--- config.mk ---
export PLATFORM = sky130hd
export DESIGN_NAME = uart_cmd_bridge
export DESIGN_NICKNAME = d
export VERILOG_FILES = /design/src/rtl/uart_cmd_bridge.sv
export SDC_FILE = /design/constraint.sdc
export NUM_CORES = 1
export LEC_CHECK = 0
export ABC_AREA = 0
export CORE_ASPECT_RATIO = 1.1
export CORE_MARGIN = 2
export CORE_UTILIZATION = 25
export DETAILED_ROUTE_END_ITERATION = 8
export GPL_ROUTABILITY_DRIVEN = 0
export SLEW_MARGIN = 20
export SYNTH_ARGS = -nofsm -noshare
export SYNTH_HDL_FRONTEND = slang
export SYNTH_SLANG_ARGS = --single-unit
--- constraint.sdc ---
create_clock -name clk -period 1.8 [get_ports clk]
set_input_delay 0.36 -clock clk [delete_from_list [all_inputs] [get_ports clk]]
set_output_delay 0.36 -clock clk [all_outputs]
set_load 0.02 [all_outputs]
--- src/rtl/uart_cmd_bridge.sv ---
`timescale 1ns/1ps
// Host command interpreter: pulls PING/WRITE/READ words from the UART, runs one bus access, returns one status word.
// Waits indefinitely on UART handshakes; bus accesses abort after BUS_TIMEOUT cycles without mem_ack.
module uart_cmd_bridge #(
    parameter int          ADDR_WIDTH  = 32,
    parameter int          BUS_TIMEOUT = 1024,
    parameter logic [31:0] PING_WORD   = 32'h504F4E47
) (
    input  logic                  clk,
    input  logic                  rst,
    output logic                  uart_read,
    input  logic                  uart_read_response,
    input  logic [31:0]           uart_read_data,
    output logic                  uart_write,
    input  logic                  uart_write_response,
    output logic [31:0]           uart_write_data,
    output logic                  mem_req,
    output logic                  mem_we,
    output logic [ADDR_WIDTH-1:0] mem_addr,
    output logic [31:0]           mem_wdata,
    input  logic                  mem_ack,
    input  logic [31:0]           mem_rdata,
    output logic                  busy
);
    localparam int              CNT_W    = $clog2(BUS_TIMEOUT + 1);
    localparam logic [CNT_W-1:0] CNT_LAST = CNT_W'(BUS_TIMEOUT - 1);
    localparam logic [CNT_W-1:0] CNT_ONE  = CNT_W'(1);
    localparam logic [7:0]      OP_PING  = 8'h01;
    localparam logic [7:0]      OP_WRITE = 8'h02;
    localparam logic [7:0]      OP_READ  = 8'h03;

    typedef enum logic [3:0] {
        IDLE,
        REQ_CMD,
        WAIT_CMD,
        REQ_ADDR,
        WAIT_ADDR,
        REQ_DATA,
        WAIT_DATA,
        BUS,
        SEND,
        WAIT_SEND,
        GUARD
    } state_t;

    state_t                state_q, state_d;
    logic [7:0]            op_q, op_d;
    logic [ADDR_WIDTH-1:0] addr_q, addr_d;
    logic [31:0]           wdata_q, wdata_d;
    logic [31:0]           tx_q, tx_d;
    logic [CNT_W-1:0]      cnt_q, cnt_d;

    always_ff @(posedge clk) begin
        if (rst) begin
            state_q <= IDLE;
            op_q    <= '0;
            addr_q  <= '0;
            wdata_q <= '0;
            tx_q    <= '0;
            cnt_q   <= '0;
        end else begin
            state_q <= state_d;
            op_q    <= op_d;
            addr_q  <= addr_d;
            wdata_q <= wdata_d;
            tx_q    <= tx_d;
            cnt_q   <= cnt_d;
        end
    end

    always_comb begin
        state_d = state_q;
        op_d    = op_q;
        addr_d  = addr_q;
        wdata_d = wdata_q;
        tx_d    = tx_q;
        cnt_d   = cnt_q;
        case (state_q)
            IDLE:     state_d = REQ_CMD;
            REQ_CMD:  state_d = WAIT_CMD;
            WAIT_CMD: begin
                if (uart_read_response) begin
                    op_d = uart_read_data[31:24];
                    case (uart_read_data[31:24])
                        OP_PING: begin
                            tx_d    = PING_WORD;
                            state_d = SEND;
                        end
                        OP_WRITE, OP_READ: state_d = REQ_ADDR;
                        default: begin
                            tx_d    = {8'hEE, uart_read_data[31:24], 16'h0000};
                            state_d = SEND;
                        end
                    endcase
                end
            end
            REQ_ADDR: state_d = WAIT_ADDR;
            WAIT_ADDR: begin
                if (uart_read_response) begin
                    addr_d  = uart_read_data[ADDR_WIDTH-1:0];
                    cnt_d   = '0;
                    state_d = (op_q == OP_WRITE) ? REQ_DATA : BUS;
                end
            end
            REQ_DATA: state_d = WAIT_DATA;
            WAIT_DATA: begin
                if (uart_read_response) begin
                    wdata_d = uart_read_data;
                    cnt_d   = '0;
                    state_d = BUS;
                end
            end
            BUS: begin
                cnt_d = cnt_q + CNT_ONE;
                // An ack in the final allowed cycle still completes the access.
                if (mem_ack) begin
                    tx_d    = (op_q == OP_WRITE) ? 32'h0000_0000 : mem_rdata;
                    state_d = SEND;
                end else if (cnt_q == CNT_LAST) begin
                    tx_d    = 32'hDEADBEEF;
                    state_d = SEND;
                end
            end
            SEND:      state_d = WAIT_SEND;
            WAIT_SEND: if (uart_write_response) state_d = GUARD;
            // Lets the tail of a multi-cycle write response pass before polling again.
            GUARD:     if (!uart_write_response) state_d = IDLE;
            default:   state_d = IDLE;
        endcase
    end

    assign uart_read       = (state_q == REQ_CMD) || (state_q == REQ_ADDR) || (state_q == REQ_DATA);
    assign uart_write      = (state_q == SEND);
    assign uart_write_data = tx_q;
    assign mem_req         = (state_q == BUS);
    assign mem_we          = (state_q == BUS) && (op_q == OP_WRITE);
    assign mem_addr        = addr_q;
    assign mem_wdata       = wdata_q;
    assign busy            = (state_q != IDLE);

endmodule

== Word level (Yosys, flattened, before mapping) ==
Cells that the tools add are included.

* Reduce and logical (&&, ||, !) cells: 15
* Muxes and demuxes: 18
* Add/subtract/negate cells: 1
* Eq/ne operators: 23

{| class="wikitable"
|+ Operators with widths
! kind !! count
|-
| $mux 32 || 4
|-
| $pmux 32 s2 || 2
|-
| $pmux 4 s11 || 1
|-
| $mux 4 || 8
|-
| $eq 8x2->1 const B || 3
|-
| $pmux 11 s2 || 1
|-
| $eq 4x3->1 const B || 4
|-
| $eq 4x4->1 const B || 3
|-
| $ne 2x2->1 const B || 6
|-
| $add 11x1->11 const B || 1
|-
| $eq 11x10->1 const B || 1
|-
| $mux 11 || 1
|-
| $eq 4x2->1 const B || 2
|-
| $eq 8x1->1 const B || 1
|-
| $reduce_and 2->1 || 4
|-
| $reduce_and 6->1 || 1
|-
| $eq 4x1->1 const B || 1
|-
| $logic_not 4->1 || 1
|-
| $reduce_and 4->1 || 1
|-
| $reduce_bool 2->1 || 2
|-
| $reduce_bool 4->1 || 1
|-
| $reduce_or 2->1 || 2
|-
| $ne 3x1->1 const B || 1
|-
| $logic_or 1x1->1 || 2
|-
| 3 further kinds || 3
|}

* Register bits: 119
* Input bits: 69
* Output and inout port bits: 101
* Word-level logic and storage cells: 63

== Logic depth before layout (Yosys ltp) ==
* Word-level depth: 5
* Mapped depth: 8
* Gate-level depth less buffers: 6

== Least setup slack after synthesis ==
Ideal clock, no wire load.

* Path type: flip-flop to flip-flop
* Start: reg cnt_q[0]
* End: reg tx_q[15] (netlist: uart_write_data[15])
* Data arrival time: 1737 ps
* Setup time: 138 ps
* Stages on the path, launching flop included: 9
* Buffers on the path: 2
* Setup slack: -76 ps
* Path through: dfxtp_1 ha_1 and3_1 a311o_2 and3_1 buf_4 buf_4 nor2_1 a211oi_1

* Longest elaborated chain between the ends: 3

{| class="wikitable"
|+ RTL lines
! what !! line !! RTL
|-
| start: declaration || 51 || <nowiki>logic [CNT_W-1:0] cnt_q, cnt_d;</nowiki>
|-
| start signal: assignment || 67 || <nowiki>cnt_q <= cnt_d;</nowiki>
|-
| $eq 11x10->1 || 119 || <nowiki>end else if (cnt_q == CNT_LAST) begin</nowiki>
|-
| $ne 3x1->1 (no line) || - ||
|-
| $reduce_and 4->1 (no line) || - ||
|-
| end signal: assignment || 66 || <nowiki>tx_q <= tx_d;</nowiki>
|-
| end: declaration || 50 || <nowiki>logic [31:0] tx_q, tx_d;</nowiki>
|}

Every way passes these cells.
A chain may end at the register's enable or synchronous reset.

== Worst setup path after layout ==
* Start: reg op_q[7]
* End: out mem_we

* Longest elaborated chain between the ends: 2

{| class="wikitable"
|+ RTL lines
! what !! line !! RTL
|-
| start: declaration || 47 || <nowiki>logic [7:0] op_q, op_d;</nowiki>
|-
| start signal: assignment || 63 || <nowiki>op_q <= op_d;</nowiki>
|-
| $eq 8x2->1 || 136 || <nowiki>assign mem_we = (state_q == BUS) && (op_q == OP_WRITE);</nowiki>
|-
| $logic_and 1x1->1 || 136 ||
|-
| end: declaration || 18 || <nowiki>output logic mem_we,</nowiki>
|}

Every way passes these cells.

==> flow_metrics.env <==
export IMPL_cts_sinks=119
export IMPL_cp_max_fo=2
export IMPL_path_buf_inv=1
export IMPL_cts_buffers=17
export IMPL_synthesis_area_sq_um=4780
export IMPL_synth_seq_cells=119
export IMPL_area_growth_pct=84.4
export IMPL_ys_warn_count=0
export IMPL_place_ws_ns=-0.410
export IMPL_port_buffers=169
export IMPL_async_flop_share=0
export IMPL_p_leak_nw=3.62
export IMPL_violations="setup timing"
export IMPL_hold_viol=0
export IMPL_hold_path_class="reg -> reg"
export IMPL_placed_cells=1024
export IMPL_clockBufferDepth=2
export IMPL_rsz0062_at_grt="yes"
export IMPL_die_area_sq_um=20200
export IMPL_max_slew_worst_pin_slew_ns=0.658
export IMPL_yosys_top_cells_area="dfxtp_1 50%, nand2_1 12%, a21oi_1 9.0%, nor2_1 4.6%, a211oi_1 3.3%"
export IMPL_detail_route_antenna_nets=0
export IMPL_fin_crit_ns=2.14
export IMPL_fin_setup_tns_ns=-1.66
export IMPL_ctsHtreeMaxLevel=4
export IMPL_grt_max_degree=48
export IMPL_ioPinCount=170
export IMPL_first_iter_violations=243
export IMPL_ff_latch_area_sq_um=2390
export IMPL_cp_slowest_cell="or4b_4"
export IMPL_grt_pass1_vias=4902
export IMPL_critPathKind="reg -> out"
export IMPL_critPathMaxStageDelay_ns=0.53
export IMPL_synth_edf_count=0
export IMPL_core_area_sq_um=18900
export IMPL_clock_latency_ns=0.41
export IMPL_dieHeight_um=149
export IMPL_antenna_found_initial=0
export IMPL_cts_tree="built"
export IMPL_vdd_drop_max_mv=0.669
export IMPL_startpoint_type="flop"
export IMPL_path_cells="or4b_4 > or2_4 > nor2_4 > buf_6"
export IMPL_final_nets=901
export IMPL_power_density_nw_per_um2=1010
export IMPL_nFillCells=1805
export IMPL_synth_top_cell_by_area="dfxtp_1"
export IMPL_regToRegStartpoint="state_q[2]$_SDFFE_PP0P_"
export IMPL_vias=5100
export IMPL_synth_seq_area_share=0.499
export IMPL_netlist_area_leader_share=0.499
export IMPL_die_w_um=136
export IMPL_rows=53
export IMPL_synth_ff_type="dfxtp_1"
export IMPL_status="finished with violations"
export IMPL_setup_ws_ns=-0.337
export IMPL_n_antenna_cell=0
export IMPL_synthesis_instances=596
export IMPL_grt_ovfl_total=0
export IMPL_drive_gt1_frac=0.271
export IMPL_start_util=0.253
export IMPL_setup_viol=24
export IMPL_synth_avg_cell_area_sq_um=8.02
export IMPL_drc=0
export IMPL_multi_input_area_sq_um=2720
export IMPL_fmax_ghz=0.468
export IMPL_required_ns=1.44
export IMPL_wire_per_inst_um=15.8
export IMPL_path_delay_family="simple AND/OR/NAND/NOR gates"
export IMPL_hold_path_startpoint="mem_addr[16]$_SDFFE_PP0P_"
export IMPL_slew_headroom=0.561
export IMPL_critPathArrivalTime_ns=1.78
export IMPL_cp_end_kind="primary output"
export IMPL_layout_cells_non_filler=1091
export IMPL_ys_types=51
export IMPL_setup_worst_path_start="op_q[7]$_SDFFE_PP0P_"
export IMPL_grt_usage=0.165
export IMPL_via_per_inst=4.67
export IMPL_wl_um=17300
export IMPL_path_clk_slew_ns=0.05
export IMPL_finalCritPeriodShare=1.19
export IMPL_drt_pass1_iter_count=4
export IMPL_clockRootBuffer="clkbuf_16"
export IMPL_syn_num_nets=666
export IMPL_grt_first_pass_wirelength_um=25900
export IMPL_finClkSkew_ns=0.0103
export IMPL_dp_hpwl_um=10900
export IMPL_cap_violations=0
export IMPL_maxSlewViolCount=0
registers in the layout, indices dropped and copies added (netlist names):
| register | flops |
|---|---|
| state_q | 4 |
| mem_addr | 32 |
| cnt_q | 11 |
| uart_write_data | 32 |
| mem_wdata | 32 |
| op_q | 8 |
routing by layer:
metal	vias to the layer above	share of wire	GRT usage	routed length, um
met5	-	0	0	0
met4	0	0.018	0.0568	308
met3	20	0.071	0.0567	1230
met2	156	0.47	0.266	8140
met1	2406	0.44	0.205	7590
li1	2518	-	-	-
cells in the mapped netlist (5+ instances only):
cell type / count
nand3_1: 9
o21ai_0: 5
nor3_1: 16
nand2_1: 159
a21oi_1: 86
mux2i_1: 9
a211oi_1: 21
clkbuf_1: 29
dfxtp_1: 119
and3_1: 9
nor2_1: 59
buf_2: 9
final cells by class:
class | instances | area share
timing repair buffer | 259 | 0.314
multi-input combinational | 432 | 0.309
tap | 247 | 0.0351
inverter | 2 | 0.00114
clock buffer | 25 | 0.0563
clock inverter | 7 | 0.0132
sequential | 119 | 0.272
placed cells by master, fill, tap and decap left out, types with 3 or more instances in the layout:
cell type / netlist / layout
dlymetal6s2s_1: 0 / 22
o211ai_1: 4 / 4
nand3b_1: 3 / 3
nand2_4: 0 / 4
a21oi_2: 1 / 8
clkbuf_1: 29 / 4
a211oi_1: 21 / 5
or3_4: 0 / 4
dfxtp_1: 119 / 113
bufinv_16: 0 / 3
a211oi_2: 0 / 15
nand3_1: 9 / 7
buf_6: 2 / 19
o21ai_0: 5 / 3
nand4_1: 3 / 3
dfxtp_2: 0 / 5
buf_16: 0 / 5
nor2_1: 59 / 30
buf_4: 2 / 55
nor2_4: 0 / 20
nor3_1: 16 / 13
clkdlybuf4s50_1: 0 / 140
nor2_2: 0 / 9
clkbuf_16: 0 / 17
nor3_2: 0 / 3
buf_12: 0 / 14
a21oi_1: 86 / 78
and3_4: 0 / 5
and3_1: 9 / 4
mux2i_1: 9 / 9
clkbuf_8: 0 / 4
nand2_1: 159 / 154
where the power goes:
group | total, mW | internal [mW] | leakage (nW) | switching (mW)
registers | 2.97 | 2.83 | 0.964 | 0.144
clock network | 3.50 | 2.32 | 0.297 | 1.18
logic | 2.39 | 1.24 | 2.36 | 1.15
total | 8.87 | 6.39 | 3.62 | 2.48
cell families (layout without fill, tap and decap cells):
group           after synthesis  after routing  synth area share
compound gates              137            137             0.170
xor+xnor                      1              1           0.00183
fa+ha+maj                     1              1           0.00262
buf+inv                      45            293            0.0424
flops                       119            119             0.499
mux                          13             13            0.0283
simple gates                280            280             0.256
path summary, 6_finish.rpt:
| check | end | cells past startpoint | slack [ns] |
|---|---|---|---|
| min reg2reg | mem_addr[16]$_SDFFE_PP0P_ | 2 | 0.45 |
| max reg2reg | uart_write_data[0]$_SDFFE_PP0P_ | 8 | -0.12 |
| min | mem_addr[16]$_SDFFE_PP0P_ | 2 | 0.45 |
| max | mem_we | 4 | -0.34 |
worst register-to-register path: cells and delay by family, from the launching register on:
family	cells	cell delay (ns)
AND/OR/NAND/NOR	4	0.91
flip-flops	1	0.33
buffers and inverters	3	0.39
AO/OA/AOI/OAI	1	0.19
metrics by stage:
step	cell area, sq um	utilization	power [mW]	hold WS, ns
floorplan	4780	-	3.86	0.454
global placement	7120	0.377	4.68	0.440
detailed placement	7120	0.377	4.69	0.446
CTS	8300	0.439	8.68	0.407
global route	8810	0.466	9.25	0.470
finish	8810	0.466	8.87	0.451
timing repair:
item	CTS	global route
gates cloned	7	0
hold buffers	0	0
endpoints found under the setup margin	41	48
resized for setup	78	134
pin swaps	28	32
hold endpoints to repair	0	0
setup buffers	20	13
Note: power is estimated with default switching activity, not from simulation.
